**src/rtl/speed_pkg.sv**
```systemverilog
`timescale 1ns/1ps
`default_nettype none
// +----------------------------------------------------------------------+
// | speed_pkg: speed classes, curse ratio and period helpers             |
// | Revision: 1.0                                                        |
// +----------------------------------------------------------------------+
package speed_pkg;

  localparam longint unsigned HZ_FAST = 64'd22;
  localparam longint unsigned HZ_NORM = 64'd18;
  localparam longint unsigned HZ_SLOW = 64'd15;

  localparam longint unsigned CURSE_NUM = 64'd5;
  localparam longint unsigned CURSE_DEN = 64'd4;

  typedef enum logic [1:0] {
    FAST = 2'd0,
    NORM = 2'd1,
    SLOW = 2'd2
  } speed_class_e;

  function automatic longint unsigned calc_period(input longint unsigned clk_hz,
                                                  input longint unsigned hz,
                                                  input longint unsigned phases);
    return clk_hz / (hz * phases);
  endfunction

  // Multiply before dividing so the truncation happens once, at the end.
  function automatic longint unsigned cursed_period(input longint unsigned base);
    return (base * CURSE_NUM) / CURSE_DEN;
  endfunction

endpackage
`default_nettype wire

```
**src/rtl/velocity_tick_channel.sv**
```systemverilog
`timescale 1ns/1ps
`default_nettype none
// +----------------------------------------------------------------------+
// | velocity_tick_channel: one channel's speed select, ramp and counter  |
// | Revision: 1.0                                                        |
// +----------------------------------------------------------------------+
module velocity_tick_channel
  import speed_pkg::*;
#(
  parameter int CLK_HZ        = 100_000_000,
  parameter int PHASES        = 3,
  parameter int ENERGY_W      = 11,
  parameter int LOW_ENERGY_TH = 3,
  parameter int RAMP_STEP     = 0,
  parameter int PER_W         = 32
) (
  input  logic                sysclk,
  input  logic                reset,
  input  logic                en,
  input  logic                power_up_active,
  input  logic                curse_active,
  input  logic [ENERGY_W-1:0] energy,
  input  logic                resync,
  output logic                tick,
  output logic                velocity_clk
);

  localparam logic [PER_W-1:0] P_FAST  = PER_W'(calc_period(64'(CLK_HZ), HZ_FAST, 64'(PHASES)));
  localparam logic [PER_W-1:0] P_NORM  = PER_W'(calc_period(64'(CLK_HZ), HZ_NORM, 64'(PHASES)));
  localparam logic [PER_W-1:0] P_SLOW  = PER_W'(calc_period(64'(CLK_HZ), HZ_SLOW, 64'(PHASES)));
  localparam logic [PER_W-1:0] P_CNORM = PER_W'(cursed_period(calc_period(64'(CLK_HZ), HZ_NORM, 64'(PHASES))));
  localparam logic [PER_W-1:0] P_CSLOW = PER_W'(cursed_period(calc_period(64'(CLK_HZ), HZ_SLOW, 64'(PHASES))));
  localparam logic [PER_W-1:0] STEP    = PER_W'(RAMP_STEP);

  speed_class_e     speed_class;
  logic [PER_W-1:0] target;
  logic [PER_W-1:0] next_period;
  logic [PER_W-1:0] count;
  logic [PER_W-1:0] cur_period;

  always_comb begin
    speed_class = SLOW;
    if (power_up_active) begin
      speed_class = FAST;
    end else if (energy > ENERGY_W'(LOW_ENERGY_TH)) begin
      speed_class = NORM;
    end
  end

  // Curse only stretches the non-fast classes; power-up overrides it.
  always_comb begin
    target = P_SLOW;
    case (speed_class)
      FAST:    target = P_FAST;
      NORM:    target = curse_active ? P_CNORM : P_NORM;
      default: target = curse_active ? P_CSLOW : P_SLOW;
    endcase
  end

  always_comb begin
    next_period = target;
    if (RAMP_STEP != 0) begin
      if (cur_period < target) begin
        if ((target - cur_period) > STEP) next_period = cur_period + STEP;
      end else if (cur_period > target) begin
        if ((cur_period - target) > STEP) next_period = cur_period - STEP;
      end
    end
  end

  // The period only changes on a wrap, so count can never exceed it.
  always_ff @(posedge sysclk or posedge reset) begin
    if (reset) begin
      count        <= '0;
      cur_period   <= P_NORM;
      tick         <= 1'b0;
      velocity_clk <= 1'b0;
    end else begin
      tick <= 1'b0;
      if (resync) begin
        count      <= '0;
        cur_period <= target;
      end else if (en) begin
        if (count == cur_period - 1'b1) begin
          count        <= '0;
          tick         <= 1'b1;
          velocity_clk <= ~velocity_clk;
          cur_period   <= next_period;
        end else begin
          count <= count + 1'b1;
        end
      end
    end
  end

endmodule
`default_nettype wire

```
**src/rtl/velocity_tick_gen.sv**
```systemverilog
`timescale 1ns/1ps
`default_nettype none
// +----------------------------------------------------------------------+
// | velocity_tick_gen: N_CH independent movement-rate tick generators    |
// | Revision: 1.0                                                        |
// +----------------------------------------------------------------------+
module velocity_tick_gen
  import speed_pkg::*;
#(
  parameter int N_CH          = 4,
  parameter int CLK_HZ        = 100_000_000,
  parameter int PHASES        = 3,
  parameter int ENERGY_W      = 11,
  parameter int LOW_ENERGY_TH = 3,
  parameter int RAMP_STEP     = 0,
  parameter int PER_W         = 32
) (
  input  logic                       sysclk,
  input  logic                       reset,
  input  logic [N_CH-1:0]            en,
  input  logic [N_CH-1:0]            power_up_active,
  input  logic [N_CH-1:0]            curse_active,
  input  logic [N_CH*ENERGY_W-1:0]   energy,
  input  logic [N_CH-1:0]            resync,
  output logic [N_CH-1:0]            tick,
  output logic [N_CH-1:0]            velocity_clk
);

  for (genvar i = 0; i < N_CH; i++) begin : g_ch
    velocity_tick_channel #(
      .CLK_HZ        (CLK_HZ),
      .PHASES        (PHASES),
      .ENERGY_W      (ENERGY_W),
      .LOW_ENERGY_TH (LOW_ENERGY_TH),
      .RAMP_STEP     (RAMP_STEP),
      .PER_W         (PER_W)
    ) u_channel (
      .sysclk          (sysclk),
      .reset           (reset),
      .en              (en[i]),
      .power_up_active (power_up_active[i]),
      .curse_active    (curse_active[i]),
      .energy          (energy[i*ENERGY_W +: ENERGY_W]),
      .resync          (resync[i]),
      .tick            (tick[i]),
      .velocity_clk    (velocity_clk[i])
    );
  end

endmodule
`default_nettype wire

```
**config.mk**
```make
export PLATFORM = sky130hd
export DESIGN_NAME = velocity_tick_gen
export DESIGN_NICKNAME = d
export VERILOG_FILES = /design/src/rtl/speed_pkg.sv /design/src/rtl/velocity_tick_channel.sv /design/src/rtl/velocity_tick_gen.sv
export SDC_FILE = /design/constraint.sdc
export NUM_CORES = 1
export LEC_CHECK = 0
export ABC_AREA = 1
export BUFFER_PORTS_ARGS = -buffer_cell sky130_fd_sc_hd__buf_4
export CORE_MARGIN = 3
export CORE_UTILIZATION = 35
export CTS_CLUSTER_DIAMETER = 60
export CTS_CLUSTER_SIZE = 28
export DETAILED_ROUTE_END_ITERATION = 16
export REMOVE_ABC_BUFFERS = 1
export SYNTH_ARGS = -nofsm -noshare
export SYNTH_HDL_FRONTEND = slang
export SYNTH_HIERARCHICAL = 1
export SYNTH_SLANG_ARGS = --single-unit
```
**constraint.sdc**
```tcl
create_clock -name sysclk -period 4.8 [get_ports sysclk]
set_input_delay 0.96 -clock sysclk [delete_from_list [all_inputs] [get_ports sysclk]]
set_output_delay 0.96 -clock sysclk [all_outputs]
set_load 0.05 [all_outputs]
```
==> results of run 1 <==
==> worst min-delay path, delay by kind of cell, from the launching register on <==
kind             cells  cell delay (ns)
DFF                  1             0.38
and+or+nand+nor      2             0.11
==> power by group <==
part / total (µW) / leakage [µW] / switching, µW / internal (µW)
Sequential: 1950 / 0.00269 / 131 / 1810
Combinational: 897 / 0.00608 / 597 / 300
Clock: 2180 / 0.000473 / 947 / 1230
Total: 5020 / 0.00924 / 1670 / 3350
==> how the worst max path moves through the flow <==
stage	from	to	depth (start not counted)
5_1_grt	g_ch[3].u_channel/cur_period[0]$_DFFE_PP1P_	g_ch[3].u_channel/count[25]$_DFFE_PP0P_	17
6_report	g_ch[3].u_channel/cur_period[0]$_DFFE_PP1P_	g_ch[3].u_channel/count[20]$_DFFE_PP0P_	17
2_1_floorplan	resync[0]	g_ch[0].u_channel/count[28]$_DFFE_PP0P_	5
4_1_cts	g_ch[3].u_channel/cur_period[0]$_DFFE_PP1P_	g_ch[3].u_channel/count[20]$_DFFE_PP0P_	17
3_5_place_dp	g_ch[3].u_channel/cur_period[0]$_DFFE_PP1P_	g_ch[3].u_channel/count[20]$_DFFE_PP0P_	17
3_3_place_gp	g_ch[3].u_channel/cur_period[0]$_DFFE_PP1P_	g_ch[3].u_channel/count[24]$_DFFE_PP0P_	17
==> state kept, by name, summed over array words and instances (netlist names) <==
register and count:
g_ch.u_channel/count 128, g_ch.u_channel/cur_period 68, g_ch.u_channel/tick 4, g_ch.u_channel/velocity_clk 4
==> synthesized netlist by cell type, types with 8 or more instances <==
master	n	area, µm²
nand2_1	884	3318
inv_1	316	1186
nor2_1	268	1006
nand3_1	256	1281
dfrtp_1	172	4304
xor2_1	124	1086
o21ai_2	76	665.6
nor3_1	60	300.3
nand4_1	56	350.3
o21ai_0	52	260.3
nor2_2	36	225.2
xnor2_1	36	315.3
dfstp_2	32	840.8
nand2_2	32	200.2
nand3_2	32	320.3
nor2_4	28	315.3
nor4_1	28	175.2
clkbuf_1	24	90.09
nand3b_1	24	180.2
a21oi_1	12	60.06
buf_2	12	60.06
buf_6	12	135.1
nand2_4	12	135.1
nand3_4	12	210.2
buf_1	8	30.03
buf_12	8	160.2
ha_1	8	100.1
==> routing by layer <==
| metal | track usage, % | share of wire [%] | up-vias |
|---|---|---|---|
| li1 | - | - | 8467 |
| met3 | 2.218 | 4.5 | 90 |
| met4 | 5.242 | 2.9 | 2 |
| met2 | 31.12 | 46 | 406 |
| met1 | 26.22 | 47 | 7671 |
| met5 | 0 | 0.028 | - |
==> area by class of cell <==
cell class                 instances  share of cell area (%)
multi-input combinational       2060                   55.30
sequential                       204                   26.48
inverter                         324                   6.259
tap                              664                   4.276
clock buffer                      33                   3.915
timing repair buffer              68                   2.627
clock inverter                    21                   1.140
==> stage by stage <==
step | setup slack [ns] | utilization [%] | instance area (µm²) | cells
floorplan | 1.581 | - | 17100 | 2588
global placement | 1.975 | 37.38 | 18450 | 3320
detailed placement | 1.872 | 37.38 | 18450 | 3320
CTS | 1.877 | 39.37 | 19430 | 3374
global route | 1.570 | 39.37 | 19430 | 3374
finish | 1.886 | 39.37 | 19430 | 3374
==> kinds of logic (layout without fill, tap and decap cells) <==
logic type / after synthesis / in the layout / synth area share [%]
AO/OA/AOI/OAI: 152 / 152 / 6.085
XOR/XNOR: 160 / 160 / 7.961
adder cells (fa/ha/maj): 8 / 8 / 0.5687
buffers and inverters: 392 / 446 / 9.781
AND/OR/NAND/NOR: 1740 / 1740 / 46.37
flip-flops: 204 / 204 / 29.23
==> metrics.md, run 1 <==
| Metric | Value |
|---|---|
| Slew Limit Fails | `0` |
| Clock Latency Late Sink | `0.58 ns` |
| R2R Setup Slk | `1.89 ns` |
| Final Total Pwr | `5024 µW` |
| Static leakage | `0.009243 µW` |
| CP max stage cell | `dfstp_2` |
| Via Count | `16636` |
| FF-to-FF Start | `g_ch[3].u_channel/cur_period[0]$_DFFE_PP1P_` |
| Row count | `81` |
| Starting Density | `35.66%` |
| Drt pass-1 iters | `6` |
| Leading cell type in the layout, fill and taps excluded | `nand2_1` |
| Initial DRC count | `1240` |
| Setup Buffers After CTS | `0` |
| Synthesized cell area | `0.01760 mm²` |
| Period minus WS final | `2.914 ns` |
| P&R area growth vs syn | `10.39%` |
| Final hold vios | `0` |
| CTS Buffer Depth | `3` |
| WP data required | `5.23 ns` |
| Vias in the first global route | `16037` |
| R2R depth | `17` |
| CTS Buf Count | `29` |
| Hpwl dp | `38550 µm` |
| Ratio of cells with drive above 1 in the final layout | `14.91%` |
| Post-synth EDFFs | `0` |
| Top delay family on crit path | `simple AND/OR/NAND/NOR gates` |
| Global-route wire length before repair | `83660 µm` |
| Status | `complete, no violations` |
| Syn_area_per_cell | `6.627 µm²` |
| Diodes inserted | `0` |
| Register area | `0.005145 mm²` |
| Port bufs | `61` |
| Fmax achieved | `343.2 MHz` |
| Die width | `230.3 µm` |
| Initial antenna violation count | `1` |
| Worst hold stages | `2` |
| Hold endpoint | `g_ch[3].u_channel/cur_period[0]$_DFFE_PP1P_` |
| Seq cells post-synth | `204` |
| Worst min path class | `reg2reg` |
| Clock transition at path regs | `0.06 ns` |
| Max-cap violations | `0` |
| H-Tree Depth | `1` |
| Crit-path cells | `inv_1 -> ha_1 -> inv_1 -> nor2_2 -> nand2_2 -> nor2_8 -> nand2_4 -> nand2_1 -> nand2_1 -> nor2_1 -> nand2_1 -> nor2_1 -> nand2_1 -> nor2_4 -> nand2_2 -> nand2_4 -> o21ai_0` |
| Setup-failing EPs final | `0` |
| Crit path DAT | `3.34 ns` |
| Chip height | `230.3 µm` |
| Capturing point of the worst reg2reg path | `g_ch[3].u_channel/count[20]$_DFFE_PP0P_` |
| PwrDens | `258.5 mW/mm²` |
| WHS | `0.4922 ns` |
| Worst Clk Skew | `0.01807 ns` |
| Crit path max fanout | `28` |
| Number of fill cells | `5293` |
| Commonest cells after routing, fill and taps aside | `884 x nand2_1, 312 x inv_1, 264 x nor2_1, 256 x nand3_1, 172 x dfrtp_1` |
| Vias per cell | `4.931` |
| Synth cell types | `36` |
| CTS tree | `done` |
| Unrepaired setup endpoints after global routing | `false` |
| Critical path class | `reg2reg` |
| Crit path top cell by count | `nand2_1` |
| I/O pins | `70` |
| Wirelength per Cell | `14.88 µm` |
| Gpl congestion | `0.9334` |
| Maximum vdd drop | `0.2171 mV` |
| Final net count | `2757` |
| Ys async rst share | `100.0%` |
| Full die area | `0.05302 mm²` |
| Yosys warns | `6` |
| Multi-input gate area | `0.01075 mm²` |
| Fin crit share | `60.70%` |
| Post-route ant nets | `0` |
| Max stage delay on crit path | `0.38 ns` |
| Total Wirelength | `50210 µm` |
| Syn Inst Count | `2656` |
| CTS resizes | `0` |
| CP Launch Type | `flop` |
| Register area share after synthesis | `29.23%` |
| CP endpoint kind | `flop` |
| Overall global routing resource usage | `18.92%` |
| Slew headroom | `24.72%` |
| Worst-Margin Slew | `1.127 ns` |
| Primary FF master, synth | `dfrtp_1` |
| Largest net degree at the start of global routing | `52` |
| Clock root buffer | `clkbuf_16` |
| Worst hold start | `g_ch[3].u_channel/cur_period[0]$_DFFE_PP1P_` |
| Core area | `0.04936 mm²` |
| DRC Markers | `0` |
| Buf/Inv on CP | `2` |
| CTS Sinks | `204` |
| Post-CTS Hold Buffers | `0` |
| Total global routing overflow | `0` |
| Setup TNS | `0 ns` |
Power figures use the tool's default switching activity.
==> run 2: changes to the inputs <==
--- a/config.mk
+++ b/config.mk
@@ -5,7 +5,7 @@
 export SDC_FILE = /design/constraint.sdc
 export NUM_CORES = 1
 export LEC_CHECK = 0
-export ABC_AREA = 1
+export ABC_AREA = 0
 export BUFFER_PORTS_ARGS = -buffer_cell sky130_fd_sc_hd__buf_4
 export CORE_MARGIN = 3
 export CORE_UTILIZATION = 35
==> constraint.sdc (replaced) <==
create_clock -name sysclk -period 2.8 [get_ports sysclk]
set_input_delay 0.56 -clock sysclk [delete_from_list [all_inputs] [get_ports sysclk]]
set_output_delay 0.56 -clock sysclk [all_outputs]
set_load 0.05 [all_outputs]
==> metrics.md, run 2 <==
| Metric | Value |
|---|---|
| Slew Limit Fails | `0` |
| Final net count | `1755` |
| Yosys warns | `6` |
| Max-cap violations | `0` |
| H-Tree Depth | `1` |
| Fmax achieved | `348.8 MHz` |
| Total Wirelength | `35290 µm` |
| R2R Setup Slk | `-0.07 ns` |
| FF-to-FF Start | `g_ch[1].u_channel/cur_period[1]$_DFFE_PP1P_` |
| Worst min path class | `in2async` |
| Post-route ant nets | `0` |
| Clock transition at path regs | `0.06 ns` |
| Largest regs | `g_ch.u_channel/count (128), g_ch.u_channel/cur_period (68)` |
| Starting Density | `35.80%` |
| CP Launch Point | `g_ch[1].u_channel/cur_period[1]$_DFFE_PP1P_` |
| Post-synth EDFFs | `0` |
| Final Cell Area | `0.01729 mm²` |
| Hpwl dp | `24510 µm` |
| Biggest register | `g_ch.u_channel/count` |
| Top post-synthesis cells by count | `188 x nor2_1, 172 x dfrtp_1, 116 x xor2_1` |
| Full die area | `0.04233 mm²` |
| Vias per cell | `5.405` |
| Commonest cells after routing, fill and taps aside | `177 x nor2_1, 171 x dfrtp_1, 156 x buf_4, 116 x xor2_1, 79 x nand3_1` |
| Unrepaired setup endpoints after global routing | `true` |
| Core area | `0.03901 mm²` |
| Worst-Margin Slew | `0.6746 ns` |
| Syn Inst Count | `1556` |
| Syn_area_per_cell | `8.974 µm²` |
| Final Total Pwr | `7477 µW` |
| Crit path max fanout | `7` |
| Status | `finished, violations left` |
| DP Area | `0.01545 mm²` |
| Register area share after synthesis | `36.85%` |
| Initial antenna violation count | `0` |
| Synthesized cell area | `0.01396 mm²` |
| Register area | `0.005146 mm²` |
| Global-route wire length before repair | `57640 µm` |
| Overall global routing resource usage | `16.10%` |
| Clock Latency Late Sink | `0.54 ns` |
| Final hold vios | `0` |
| Vias in the first global route | `11636` |
| CTS Buffer Depth | `3` |
| P&R area growth vs syn | `23.79%` |
| Worst Clk Skew | `0.01766 ns` |
| CP Launch Type | `flop` |
| WP data required | `3.23 ns` |
| Number of fill cells | `3768` |
| Ratio of cells with drive above 1 in the final layout | `26.72%` |
| Total global routing overflow | `0` |
| Crit path DAT | `3.29 ns` |
| CTS tree | `done` |
| Wirelength per Cell | `15.89 µm` |
| DRC Markers | `0` |
| Seq cells post-synth | `204` |
| Static leakage | `0.007238 µW` |
| Largest area contributor in the netlist | `dfrtp_1` |
| I/O pins | `70` |
| Largest net degree at the start of global routing | `52` |
| Failing checks | `setup timing` |
| Setup-failing EPs final | `21` |
| CTS Sinks | `204` |
| Chip height | `205.7 µm` |
| Synth top area share | `30.82%` |
| Diodes inserted | `0` |
| Via Count | `12004` |
| CP endpoint kind | `flop` |
| Clock root buffer | `clkbuf_16` |
| Primary FF master, synth | `dfrtp_1` |
| Initial DRC count | `759` |
| Multi-input gate area | `0.008589 mm²` |
| Leading cell type in the layout, fill and taps excluded | `nor2_1` |
| Synth cell types | `63` |
| PwrDens | `432.5 mW/mm²` |
| Fin crit share | `102.4%` |
| Post-CTS Hold Buffers | `0` |
| Post-route worst setup slack | `-0.06737 ns` |
| R2R depth | `11` |
| Ys async rst share | `100.0%` |
| Row count | `72` |
| Port bufs | `61` |
| Maximum vdd drop | `0.2910 mV` |
| Most common cell in the netlist | `nor2_1` |
| Die width | `205.7 µm` |
| Slew headroom | `55.03%` |
| Gpl congestion | `0.8734` |
| Critical path class | `reg2reg` |
| CTS Buf Count | `24` |
| Max reg flops | `128` |
| Drt pass-1 iters | `6` |
| Top area cells in the synthesized netlist | `dfrtp_1 31%, xor2_1 7.3%, dfstp_2 6.0%` |
| Period minus WS final | `2.867 ns` |
run 2: cell count changes after synthesis, moves of 32 or more:
cell	before	now
nand2_1	884	80
inv_1	316	52
nand3_1	256	84
nor2_1	268	188
o21ai_2	76	0
and3_1	0	48
nand2b_1	0	48
a21oi_1	12	44
nand2_2	32	0
nand3_2	32	0
nor2_2	36	4
run 2: area by class of cell:
type | instances | area share (%)
Multi-Input combinational cell | 1204 | 49.69
Sequential cell | 204 | 29.77
Timing Repair Buffer | 199 | 10.79
Clock buffer | 31 | 3.981
Tap cell | 518 | 3.750
Inverter | 52 | 1.129
Clock inverter | 13 | 0.8903
run 2: per-stage QoR:
| stage | setup slack [ns] | std cells | util (%) | hold slack [ns] | setup TNS (ns) |
|---|---|---|---|---|---|
| 3_3_place_gp | -0.1166 | 2158 | 39.60 | 0.4570 | -8.053 |
| 5_1_grt | -0.1388 | 2221 | 44.31 | 0.1262 | -6.828 |
| 3_5_place_dp | -0.1643 | 2158 | 39.60 | 0.4589 | -16.37 |
| 4_1_cts | -0.05865 | 2215 | 42.63 | 0.1038 | -0.5479 |
| 6_report | -0.06737 | 2221 | 44.31 | 0.1199 | -0.4745 |
| 2_1_floorplan | -0.8749 | 1460 | - | 0.4857 | -97.04 |
run 2: critical path, stage by stage, from the launching register on:
cell and delay [ns]:
dfstp_2 0.54, inv_2 0.05, ha_4 0.15, nor4b_4 0.14, and2_4 0.15, or3b_4 0.38
a2111oi_4 0.34, nand4_1 0.16, buf_4 0.18, o21bai_4 0.20, buf_12 0.17, mux2_4 0.30
run 2: cells by family (layout without fill, tap and decap cells):
logic type | count (synthesis) | after routing | share of synthesized area (%)
AOI/OAI and AO/OA | 232 | 232 | 12.19
adders and majority gates | 8 | 8 | 0.7169
muxes | 32 | 32 | 2.437
xor gates and xnor gates | 180 | 180 | 11.90
and+or+nand+nor | 752 | 752 | 30.07
DFF | 204 | 204 | 36.85
buffers and inverters | 148 | 295 | 5.842
run 2: routing by layer:
| layer | vias up | global-route usage, % | wire length, µm |
|---|---|---|---|
| met5 | - | 0 | 0 |
| li1 | 5814 | - | - |
| met3 | 55 | 2.041 | 1053 |
| met2 | 182 | 27.09 | 17120 |
| met4 | 0 | 4.735 | 747 |
| met1 | 5953 | 21.68 | 16370 |
run 2: repair_timing:
action,4_1_cts,5_1_grt
gates resized for setup,48,156
pin swaps,15,33
cloned,2,4
setup endpoints to repair,176,185
buffers inserted,13,5
run 2: where the power goes:
part	internal [µW]	leakage, µW	switching (µW)
sequential	3040	0.00266	146
clock	1950	0.000413	1380
combinational	451	0.00416	499
total	5450	0.00724	2030
run 2: worst paths after layout:
path | to
max in group asynchronous | g_ch[0].u_channel/cur_period[0]$_DFFE_PP1P_
min reg2reg | g_ch[2].u_channel/velocity_clk$_DFFE_PP0P_
min in group sysclk | g_ch[3].u_channel/cur_period[14]$_DFFE_PP1P_
max | g_ch[1].u_channel/cur_period[13]$_DFFE_PP0P_
max reg2reg | g_ch[1].u_channel/cur_period[13]$_DFFE_PP0P_
min | g_ch[3].u_channel/cur_period[5]$_DFFE_PP0P_
==> run 3: changes to the inputs <==
==> constraint.sdc (replaced) <==
create_clock -name sysclk -period 2.68 [get_ports sysclk]
set_input_delay 0.536 -clock sysclk [delete_from_list [all_inputs] [get_ports sysclk]]
set_output_delay 0.536 -clock sysclk [all_outputs]
set_load 0.05 [all_outputs]
==> metrics.md, run 3 (same netlist as run 2, synthesis figures left out) <==
| Metric | Value |
|---|---|
| Chip height | `205.7 µm` |
| Commonest cells after routing, fill and taps aside | `228 x buf_4, 170 x dfrtp_1, 116 x xor2_1, 113 x nor2_1, 77 x nand3_1` |
| Largest net degree at the start of global routing | `42` |
| WHS | `0.2676 ns` |
| Final net count | `1850` |
| Crit path DAT | `3.30 ns` |
| CP max stage cell | `dfstp_2` |
| Global-route wire length before repair | `60330 µm` |
| Slew headroom | `56.21%` |
| Capturing point of the worst reg2reg path | `g_ch[2].u_channel/cur_period[3]$_DFFE_PP1P_` |
| Full die area | `0.04233 mm²` |
| Fmax achieved | `352.6 MHz` |
| DRC Markers | `0` |
| Setup-failing EPs final | `137` |
| CTS Sinks | `204` |
| Crit-path cells | `inv_2 -> ha_4 -> nor4b_4 -> and2_4 -> or3b_4 -> a2111oi_4 -> nand4_1 -> o21bai_4 -> buf_6 -> buf_12 -> buf_8 -> nand3b_1 -> o21a_1` |
| Row count | `72` |
| R2R depth | `13` |
| Initial antenna violation count | `0` |
| Worst hold start | `power_up_active[3]` |
| Post-route ant nets | `0` |
| CTS Buf Count | `25` |
| Worst min path class | `in2reg` |
| Setup WS pre-CTS | `-0.3501 ns` |
| Leading cell type in the layout, fill and taps excluded | `buf_4` |
| Diodes inserted | `0` |
| Worst-Margin Slew | `0.6559 ns` |
| Critical path class | `reg2reg` |
| Failing checks | `setup timing` |
| Multi-input gate area | `0.009081 mm²` |
| Static leakage | `0.007729 µW` |
| Final Total Pwr | `7960 µW` |
| WP data required | `3.15 ns` |
| Buf/Inv on CP | `4` |
| Clock root buffer | `clkbuf_16` |
| Number of fill cells | `3594` |
| Top delay family on crit path | `simple AND/OR/NAND/NOR gates` |
| Unrepaired setup endpoints after global routing | `true` |
| Core area | `0.03901 mm²` |
| Crit path max fanout | `6` |
| Maximum vdd drop | `0.3244 mV` |
| Ratio of cells with drive above 1 in the final layout | `34.91%` |
| FF-to-FF Start | `g_ch[2].u_channel/cur_period[0]$_DFFE_PP1P_` |
| CP Launch Type | `flop` |
| Status | `finished, violations left` |
| Die width | `205.7 µm` |
| Finished Core Util | `47.69%` |
| Max stage delay on crit path | `0.55 ns` |
| Worst Clk Skew | `0.01992 ns` |
| I/O pins | `70` |
| Biggest register | `g_ch.u_channel/count` |
| Final hold vios | `0` |
| CTS tree | `done` |
| Initial DRC count | `654` |
| CP Launch Point | `g_ch[2].u_channel/cur_period[0]$_DFFE_PP1P_` |
| Vias per cell | `5.379` |
| Vias in the first global route | `12134` |
| Total global routing overflow | `0` |
| Clock Latency Late Sink | `0.55 ns` |
| CP endpoint kind | `flop` |
| Hpwl dp | `25610 µm` |
| Fin crit share | `105.8%` |
| R2R Setup Slk | `-0.16 ns` |
| Register area | `0.005147 mm²` |
| H-Tree Depth | `1` |
| Clock transition at path regs | `0.06 ns` |
| Total Wirelength | `37200 µm` |
| Via Count | `12463` |
| Post-route worst setup slack | `-0.1564 ns` |
| Max reg flops | `128` |
| Starting Density | `35.80%` |
| Max-cap violations | `0` |
| Largest regs | `g_ch.u_channel/count (128), g_ch.u_channel/cur_period (68)` |
| Drt pass-1 iters | `5` |
| Overall global routing resource usage | `16.86%` |
| Period minus WS final | `2.836 ns` |
| Slew Limit Fails | `0` |
| Port bufs | `61` |
| Gpl congestion | `0.8678` |
| Hold endpoint | `g_ch[3].u_channel/cur_period[10]$_DFFE_PP0P_` |
| Worst hold stages | `3` |
| P&R area growth vs syn | `33.23%` |
| CTS Buffer Depth | `3` |
| Wirelength per Cell | `16.05 µm` |
| PwrDens | `427.9 mW/mm²` |
==> run 3: changes by cell type in the layout (fill, tap and decap cells not counted), moves of 10 or more <==
cell	before	now
buf_4	156	228
buf_6	16	28
nor2_1	177	113
nor2_2	9	22
nor2_4	6	57
o21ai_0	38	28
==> run 3: worst max-delay path by stage <==
stage                                              endpoint  slack (ns)  cells past startpoint
3_3_place_gp   g_ch[2].u_channel/cur_period[19]$_DFFE_PP1P_       -0.29                     10
3_5_place_dp   g_ch[2].u_channel/cur_period[19]$_DFFE_PP1P_       -0.35                     10
5_1_grt        g_ch[1].u_channel/cur_period[15]$_DFFE_PP0P_       -0.26                     13
2_1_floorplan  g_ch[0].u_channel/cur_period[13]$_DFFE_PP0P_       -0.99                      9
4_1_cts        g_ch[3].u_channel/cur_period[16]$_DFFE_PP0P_       -0.11                     11
6_report        g_ch[2].u_channel/cur_period[3]$_DFFE_PP1P_       -0.16                     13
==> run 3: cell type report <==
type                       instances  share of cell area, %
multi-input combinational       1206                  48.82
sequential                       204                  27.67
timing repair buffer             291                  14.49
clock buffer                      30                  3.518
tap                              518                  3.484
inverter                          52                  1.049
clock inverter                    16                 0.9753
==> run 3: worst reg2reg max path: stages (launching register included) <==
cell and delay (ns):
dfstp_2 0.55, inv_2 0.05, ha_4 0.16, nor4b_4 0.13
and2_4 0.15, or3b_4 0.38, a2111oi_4 0.29, nand4_1 0.22
o21bai_4 0.22, buf_6 0.14, buf_12 0.12, buf_8 0.13
nand3b_1 0.09, o21a_1 0.13
==> run 3: timing repair <==
| action | CTS | global route |
|---|---|---|
| gates resized for setup | 141 | 227 |
| setup buffers | 24 | 18 |
| endpoints found under the setup margin | 194 | 198 |
| gates cloned | 9 | 5 |
| hold endpoints to repair | 24 | 0 |
| hold buffers | 1 | 0 |
| pin swaps | 33 | 79 |
==> run 3: layer usage <==
| metal | part of all wire (%) | GRT usage [%] |
|---|---|---|
| met5 | 0 | 0 |
| met4 | 2.1 | 3.710 |
| met3 | 2.7 | 2.231 |
| met2 | 49 | 29.42 |
| met1 | 46 | 22.27 |
==> run 3: power by group <==
group	switching (µW)	internal (µW)	leakage [µW]	total, µW
Clock	1490	1980	0.000406	3470
Sequential	124	3180	0.00266	3310
Combinational	608	578	0.00466	1190
Total	2220	5740	0.00773	7960
==> run 3: per-stage QoR <==
stage	instance area, µm²	TNS, ns	std cells
after floorplan	13340	-115.13	1460
after detailed placement	15920	-38.17	2228
final	18600	-9.078	2317
after global placement	15920	-29.56	2228
after CTS	17710	-4.410	2306
after global routing	18600	-23.95	2317
